**src/rtl/mult_seq_pkg.sv**
```systemverilog
// -----------------------------------------------------------------------------
// mult_seq_pkg
// Shared constants for the sequential digit-serial multiplier controller:
// FSM state encodings and helpers that derive the digit count and the
// digit-index width from the operand width.
// -----------------------------------------------------------------------------
package mult_seq_pkg;

  localparam logic [1:0] ST_IDLE = 2'd0;
  localparam logic [1:0] ST_CALC = 2'd1;
  localparam logic [1:0] ST_DONE = 2'd2;

  // Number of 2-bit digits in an n-bit operand.
  function automatic int digit_count(input int n);
    return n / 2;
  endfunction

  // Width of a digit index; kept at least 1 bit so K=2 still has a counter.
  function automatic int idx_width(input int n);
    return (n / 2 <= 2) ? 1 : $clog2(n / 2);
  endfunction

endpackage

```
**src/rtl/mult2x2.sv**
```systemverilog
// -----------------------------------------------------------------------------
// mult2x2
// Purely combinational 2-bit x 2-bit unsigned multiplier. This is the single
// shared arithmetic core that the sequential controller time-multiplexes.
// Ports:
//   i_a  [1:0]  multiplicand digit
//   i_b  [1:0]  multiplier digit
//   o_p  [3:0]  product i_a * i_b
// -----------------------------------------------------------------------------
module mult2x2 (
  input  logic [1:0] i_a,
  input  logic [1:0] i_b,
  output logic [3:0] o_p
);

  assign o_p = i_a * i_b;

endmodule

```
**src/rtl/mult_seq_ctrl.sv**
```systemverilog
// -----------------------------------------------------------------------------
// mult_seq_ctrl
// Sequential N x N unsigned multiplier. Operands are split into 2-bit digits;
// one digit pair per cycle goes through the shared mult2x2 core and the
// shifted partial product is accumulated at 2N bits.
//
// state | meaning
// IDLE  | waiting for operands, in_ready high
// CALC  | one partial product per cycle, K*K cycles
// DONE  | product held, out_valid high until out_ready
//
// Ports:
//   clk        system clock
//   rst_n      synchronous active-low reset
//   in_valid   operand pair presented        in_ready   accepting (IDLE)
//   a, b [N]   unsigned operands
//   out_valid  product valid (DONE)          out_ready  consumer accepts
//   product    [2N] result a*b               busy       CALC or DONE
// -----------------------------------------------------------------------------
module mult_seq_ctrl
  import mult_seq_pkg::*;
#(
  parameter int N = 4
) (
  input  logic           clk,
  input  logic           rst_n,
  input  logic           in_valid,
  output logic           in_ready,
  input  logic [N-1:0]   a,
  input  logic [N-1:0]   b,
  output logic           out_valid,
  input  logic           out_ready,
  output logic [2*N-1:0] product,
  output logic           busy
);

  localparam int K  = digit_count(N);
  localparam int IW = idx_width(N);
  localparam logic [IW-1:0] LAST = IW'(K - 1);

  logic [1:0]     r_state;
  logic [N-1:0]   r_a;
  logic [N-1:0]   r_b;
  logic [2*N-1:0] r_acc;
  logic [2*N-1:0] r_prod;
  logic [IW-1:0]  r_i;
  logic [IW-1:0]  r_j;

  logic [N-1:0]   w_a_sh;
  logic [N-1:0]   w_b_sh;
  logic [3:0]     w_pp;
  logic [IW:0]    w_dsum;
  logic [2*N-1:0] w_pp_ext;
  logic [2*N-1:0] w_pp_sh;
  logic [2*N-1:0] w_acc_nxt;
  logic           w_last;

  // Digit selection by shifting the operand down 2*index bits.
  assign w_a_sh = r_a >> {r_i, 1'b0};
  assign w_b_sh = r_b >> {r_j, 1'b0};

  mult2x2 u_core (
    .i_a (w_a_sh[1:0]),
    .i_b (w_b_sh[1:0]),
    .o_p (w_pp)
  );

  // i+j can reach 2K-2, one bit wider than a single index.
  assign w_dsum    = {1'b0, r_i} + {1'b0, r_j};
  assign w_pp_ext  = {{(2*N-4){1'b0}}, w_pp};
  assign w_pp_sh   = w_pp_ext << {w_dsum, 1'b0};
  assign w_acc_nxt = r_acc + w_pp_sh;
  assign w_last    = (r_i == LAST) && (r_j == LAST);

  always_ff @(posedge clk) begin
    if (!rst_n) begin
      r_state <= ST_IDLE;
      r_a     <= '0;
      r_b     <= '0;
      r_acc   <= '0;
      r_prod  <= '0;
      r_i     <= '0;
      r_j     <= '0;
    end else begin
      case (r_state)
        ST_IDLE: begin
          if (in_valid) begin
            r_a     <= a;
            r_b     <= b;
            r_acc   <= '0;
            r_i     <= '0;
            r_j     <= '0;
            r_state <= ST_CALC;
          end
        end
        ST_CALC: begin
          r_acc <= w_acc_nxt;
          if (w_last) begin
            r_prod  <= w_acc_nxt;
            r_state <= ST_DONE;
          end else if (r_j == LAST) begin
            r_j <= '0;
            r_i <= r_i + 1'b1;
          end else begin
            r_j <= r_j + 1'b1;
          end
        end
        ST_DONE: begin
          if (out_ready) r_state <= ST_IDLE;
        end
        default: r_state <= ST_IDLE;
      endcase
    end
  end

  assign in_ready  = (r_state == ST_IDLE);
  assign out_valid = (r_state == ST_DONE);
  assign busy      = (r_state == ST_CALC) || (r_state == ST_DONE);
  assign product   = r_prod;

endmodule

```
**config.mk**
```make
export PLATFORM = sky130hd
export DESIGN_NAME = mult_seq_ctrl
export DESIGN_NICKNAME = d
export VERILOG_FILES = /design/src/rtl/mult_seq_pkg.sv /design/src/rtl/mult2x2.sv /design/src/rtl/mult_seq_ctrl.sv
export SDC_FILE = /design/constraint.sdc
export NUM_CORES = 1
export LEC_CHECK = 0
export CAP_MARGIN = 20
export CORE_MARGIN = 5
export CORE_UTILIZATION = 58
export DETAILED_ROUTE_END_ITERATION = 7
export GPL_ROUTABILITY_DRIVEN = 0
export PLACE_DENSITY = 0.84
export SYNTH_ARGS = -nofsm -noshare
export SYNTH_HDL_FRONTEND = slang
export SYNTH_SLANG_ARGS = --single-unit
export TNS_END_PERCENT = 100
```
**constraint.sdc**
```tcl
create_clock -name clk -period 5.9 [get_ports clk]
set_clock_uncertainty 0.1 [all_clocks]
set_input_delay 1.18 -clock clk [delete_from_list [all_inputs] [get_ports clk]]
set_output_delay 1.18 -clock clk [all_outputs]
set_load 0.005 [all_outputs]
```
* Word-level counts from Yosys, hierarchy flattened
Index checks and enable logic that the tools add are counted.
Cells by class: $add $sub $neg 4, multiply operators 1, divide/modulo/power cells 0, magnitude comparators 0, equal/unequal tests 7, shift operators 3, multiplexer cells 13, bitwise gates (word level) 0, reduce and logical (&&, ||, !) cells 10
Operators with widths (number):
- $pmux W8 S2 | 1
- $add A8 B8 Y8 | 1
- $mux W8 | 1
- $ne A2 B2 Y1 const B | 4
- $shl A4 B3 Y8 | 1
- $shr A4 B2 Y2 | 2
- $mux W2 | 3
- $pmux W2 S3 | 1
- $reduce_and A2 Y1 | 3
- $reduce_and A3 Y1 | 2
- $mux W1 | 5
- $mul A2 B2 Y4 | 1
- $pmux W1 S2 | 2
- $reduce_and A4 Y1 | 1
- $add A1 B1 Y1 const B | 2
- $add A1 B1 Y2 | 1
- $eq A2 B1 Y1 const B | 1
- $eq A2 B2 Y1 const B | 1
- $logic_not A2 Y1 | 1
- $ne A2 B1 Y1 const B | 1
- $reduce_bool A2 Y1 | 1
- $logic_and A1 B1 Y1 | 1
- $logic_or A1 B1 Y1 | 1
Word-level totals: flip-flop bits (word level) 28, bits in latches 0, bits in writable memories 0, memory bits (read-only) 0, input bits 12, logic and storage cells 45, memories kept 0

* Logic depth before layout (Yosys ltp)
word-level depth 5, mapped depth 13

* By module
From an unflattened synthesis, not the netlist that was laid out.
Unflattened totals: cell total of the unflattened synthesis 199, area total of the unflattened synthesis 1666.6 sq um
Modules (own cells, without submodules):
- mult_seq_ctrl | times used 1, cells an instance 193, area an instance 1616.6 sq um, seq. area each 560.5 sq um
- mult2x2 | times used 1, cells an instance 6, area an instance 50.0 sq um, seq. area each 0.0 sq um

* Worst setup path after synthesis
Ideal clock, no wire load.
path type reg-to-reg, start point register r_j, end point register r_prod[7], in the netlist product[7], arrival 2.832 ns, setup slack 2.898 ns, stages on the path, launching flop included 14, period minus slack after synthesis 3.002 ns, cell sequence dfxtp_1 -> clkbuf_1 -> mux2i_1 -> nor2_1 -> ha_1 -> ha_1 -> a21oi_1 -> nor2_1 -> ha_1 -> o211ai_1 -> o21ai_2 -> a31o_2 -> xnor3_1 -> a21oi_1
Between the ends: word-level cells in the longest chain between the ends 4
RTL lines:
- start: declaration | RTL line mult_seq_ctrl.sv:47 | logic [IW-1:0] r_j;
- start signal: assignment | RTL line mult_seq_ctrl.sv:105 | r_j <= r_j + 1'b1;
- $shr A4 B2 Y2 | RTL line mult_seq_ctrl.sv:60 | assign w_b_sh = r_b >> {r_j, 1'b0};
- $mul A2 B2 Y4 | RTL line mult2x2.sv:16 | assign o_p = i_a * i_b;
- $shl A4 B3 Y8 | RTL line mult_seq_ctrl.sv:71 | assign w_pp_sh = w_pp_ext << {w_dsum, 1'b0};
- $add A8 B8 Y8 | RTL line mult_seq_ctrl.sv:72 | assign w_acc_nxt = r_acc + w_pp_sh;
- end signal: assignment | RTL line mult_seq_ctrl.sv:99 | r_prod <= w_acc_nxt;
- end: declaration | RTL line mult_seq_ctrl.sv:45 | logic [2*N-1:0] r_prod;
Parallel ways exist; a longest one is shown, timed or not. A chain may end at the register's enable or synchronous reset.

* Worst setup path in the final report
Same ends and word-level chain as after synthesis.

==> summary.txt <==
Power
  – Clock network power share: 16.6%
  – Leakage power: 0.7559 nW
  – Combinational fraction of design power: 37.6%
  – Net Sw Frac: 36.49%
  – Power Density: 253.9 nW/um^2
  – Int Pwr: 0.3071 mW
  – Sw Pwr: 0.1764 mW
  – Maximum VDD drop: 0.3230 mV
  – Sequential cell fraction of total power: 45.8%

GRT
  – Vias in the first global route: 1430
  – Largest net degree at the start of global routing: 34
  – Total gr overflow: 0
  – Global-route wire length before repair: 6486 microns
  – GRT Resource Usage Total: 19.11%
  – Initial antenna violation count: 0

Critical path
  – Largest stage delay, worst path: 0.52 ns
  – Critical path, cell by cell: mux2i_1 > nor2_1 > ha_1 > ha_1 > a21oi_1 > nor2_1 > ha_1 > o211ai_1 > o21ai_2 > a31o_2 > xnor3_1 > a21oi_1
  – CP endpoint kind: flop
  – R2R setup slack: 2.57 ns
  – Reg2Reg Depth: 12
  – Worst setup SP type: flop
  – CP most frequent cell: ha_1
  – Crit path required time: 6.07 ns
  – Max FO, Critical Path: 7
  – Worst path slowest cell: dfxtp_1
  – Critical path class: flop to flop
  – Worst reg2reg startpoint: r_j
  – Worst Path Arrival: 3.50 ns
  – Worst reg2reg endpoint: product[7]

CTS
  – Buffer depth of the longest clock path: 2
  – Clock Latency Late Sink: 0.33 ns
  – Root Buffer: clkbuf_4
  – CTS tree: yes
  – Reg clk slew, reported paths: 0.15 ns
  – CTS Buf Count: 3
  – Clock Sink Count: 28
  – Hold buffer count at cts: 0
  – Setup bufs post-CTS: 0
  – Post-CTS Resized: 0
  – CTS H-tree lvls: 1

Placement
  – DP HPWL: 2766 microns
  – IO Port Bufs: 22

Job
  – Max_cap viols: 0

Drt
  – Routed Antenna Nets: 0
  – Routed vias: 1438
  – Avg WL per Cell: 15.13 microns
  – DR DRC count: 0
  – Final wirelength: 3691 microns
  – Number of DRC markers in iteration 0: 59
  – First drt pass iteration count: 5
  – Vias per inst: 5.893

Yosys
  – Synth area leaders: dfxtp_1 (33%), ha_1 (10%), nand2_1 (6.3%)
  – Yosys cell types: 44
  – Post-synth top area share: 33.36%
  – Yosys warns: 0
  – Post-synth EDFFs: 0
  – Ys async rst share: 0%
  – Main synth FF type: dfxtp_1
  – Post-synthesis register bit count: 28
  – Post-synthesis cell count: 200
  – Register area share after synthesis: 33.36%
  – Synth Net Count: 227
  – Synth area leader: dfxtp_1
  – Mapped Avg Cell Area: 8.402 sq um
  – Synthesized area: 1680 sq um

STA
  – Highest Clock Rate: 300.2 MHz
  – Final hold slack: 0.3737 ns
  – RSZ-0062 raised after global routing: no
  – Setup TNS: 0 ns
  – Worst Max-Slew Pin Slew: 0.9503 ns
  – Final period util: 56.45%
  – Worst slew margin: 34.84%
  – Max-slew violation count: 0
  – Count of final setup violators: 0
  – Tmin final: 3.331 ns
  – Hold Fails Final Rpt: 0

Finish
  – Final Util: 69.06%
  – Antenna fix cells: 0
  – Synth-to-Final Area Change: 13.33%
  – Layout cells sized above 1: 3.756%
  – Fin nets: 242
  – FILL cells: 213
  – Commonest non-fill, non-tap cells in the layout: nand2_1 (28), dfxtp_1 (28), clkdlybuf4s50_1 (22), nor2_1 (15), ha_1 (14)

Worst hold path
  – Worst hold endpoint: product[4]
  – Hold Startpoint: product[4]
  – Hold Path Cell Cnt: 2
  – Worst min path class: flop to flop

Die
  – Die ar.: 4074 sq um
  – Core Footprint: 2758 sq um
  – Initial core utilization: 60.93%
  – Chip width: 63.83 microns
  – Rows: 19
  – IO Count: 23
  – Die Y: 63.83 microns

Outcome
  – Status: complete, no violations
==> worst max-delay path, delay by kind of cell (launching register included) <==
kind                     cells  cell delay, ns
flip-flops                   1            0.52
AO/OA/AOI/OAI                5            1.01
multiplexers                 1            0.30
AND/OR/NAND/NOR              2            0.16
XOR/XNOR                     1            0.34
adder cells (fa/ha/maj)      3            0.85
==> metal layers <==
layer	up-vias	part of all wire, %	track usage, %	wire length, microns
met1	667	47	25.46	1731
li1	726	-	-	-
met3	7	4.0	3.327	148
met5	-	0	0	0
met4	0	1.5	7.273	56
met2	38	48	30.65	1755
==> registers in the layout, summed over array words and instances, names as in the netlist <==
signal	count
product	8
r_b	4
r_a	4
r_j	1
r_acc	8
r_i	1
r_state	2
==> power groups by stage <==
| stage | Sequential (mW) | Combinational, mW | Clock, mW |
|---|---|---|---|
| 6_report | 0.221 | 0.182 | 0.0804 |
| 5_1_grt | 0.223 | 0.203 | 0.0925 |
| 3_5_place_dp | 0.226 | 0.181 | 0 |
| 3_3_place_gp | 0.224 | 0.173 | 0 |
| 2_1_floorplan | 0.219 | 0.130 | 0 |
| 4_1_cts | 0.221 | 0.182 | 0.0803 |
==> how the worst max path moves through the flow <==
stage / end / from / cells after the start / slack (ns)
2_1_floorplan: product[7] / r_j / 13 / 2.90
3_3_place_gp: r_i / in_valid / 6 / 2.71
3_5_place_dp: r_j / in_valid / 4 / 2.55
4_1_cts: product[7] / r_j / 12 / 2.59
5_1_grt: product[7] / r_j / 12 / 2.35
6_report: product[7] / r_j / 12 / 2.57
==> metrics by stage <==
stage / power [mW] / setup WS [ns] / instances / area (sq um)
finish: 0.4835 / 2.569 / 244 / 1904
global route: 0.5187 / 2.349 / 244 / 1904
CTS: 0.4833 / 2.589 / 244 / 1904
detailed placement: 0.4067 / 2.555 / 241 / 1882
global placement: 0.3973 / 2.709 / 241 / 1882
floorplan: 0.3489 / 2.898 / 200 / 1680
==> area by class of cell <==
type                       instances  area (sq um)  share of cell area (%)
clock buffer                       3         22.52                   1.183
timing repair buffer              22         220.2                   11.56
multi-input combinational        154          1040                   54.60
sequential                        28         560.5                   29.43
tap                               31         38.79                   2.037
inverter                           6         22.52                   1.183
==> kinds of logic (layout without fill, tap and decap cells) <==
kind of cell / Yosys count / after routing / synth area share, %
simple gates: 79 / 79 / 22.56
compound gates: 46 / 46 / 18.99
flops: 28 / 28 / 33.36
buf+inv: 18 / 31 / 4.764
fa+ha+maj: 15 / 15 / 11.62
mux: 8 / 8 / 4.766
xor+xnor: 6 / 6 / 3.947
==> cell usage after synthesis (3+ instances only) <==
library cell,count
a21boi_0,12
a21oi_1,6
a22oi_1,6
buf_2,3
clkbuf_1,6
dfxtp_1,28
ha_1,14
inv_1,6
mux2i_1,8
nand2_1,28
nand2b_1,3
nand3_1,13
nor2_1,15
nor2b_1,8
o211ai_1,3
o21ai_0,3
o21ai_1,4
xnor2_1,3
No activity file was read; power rests on OpenSTA's default activity.
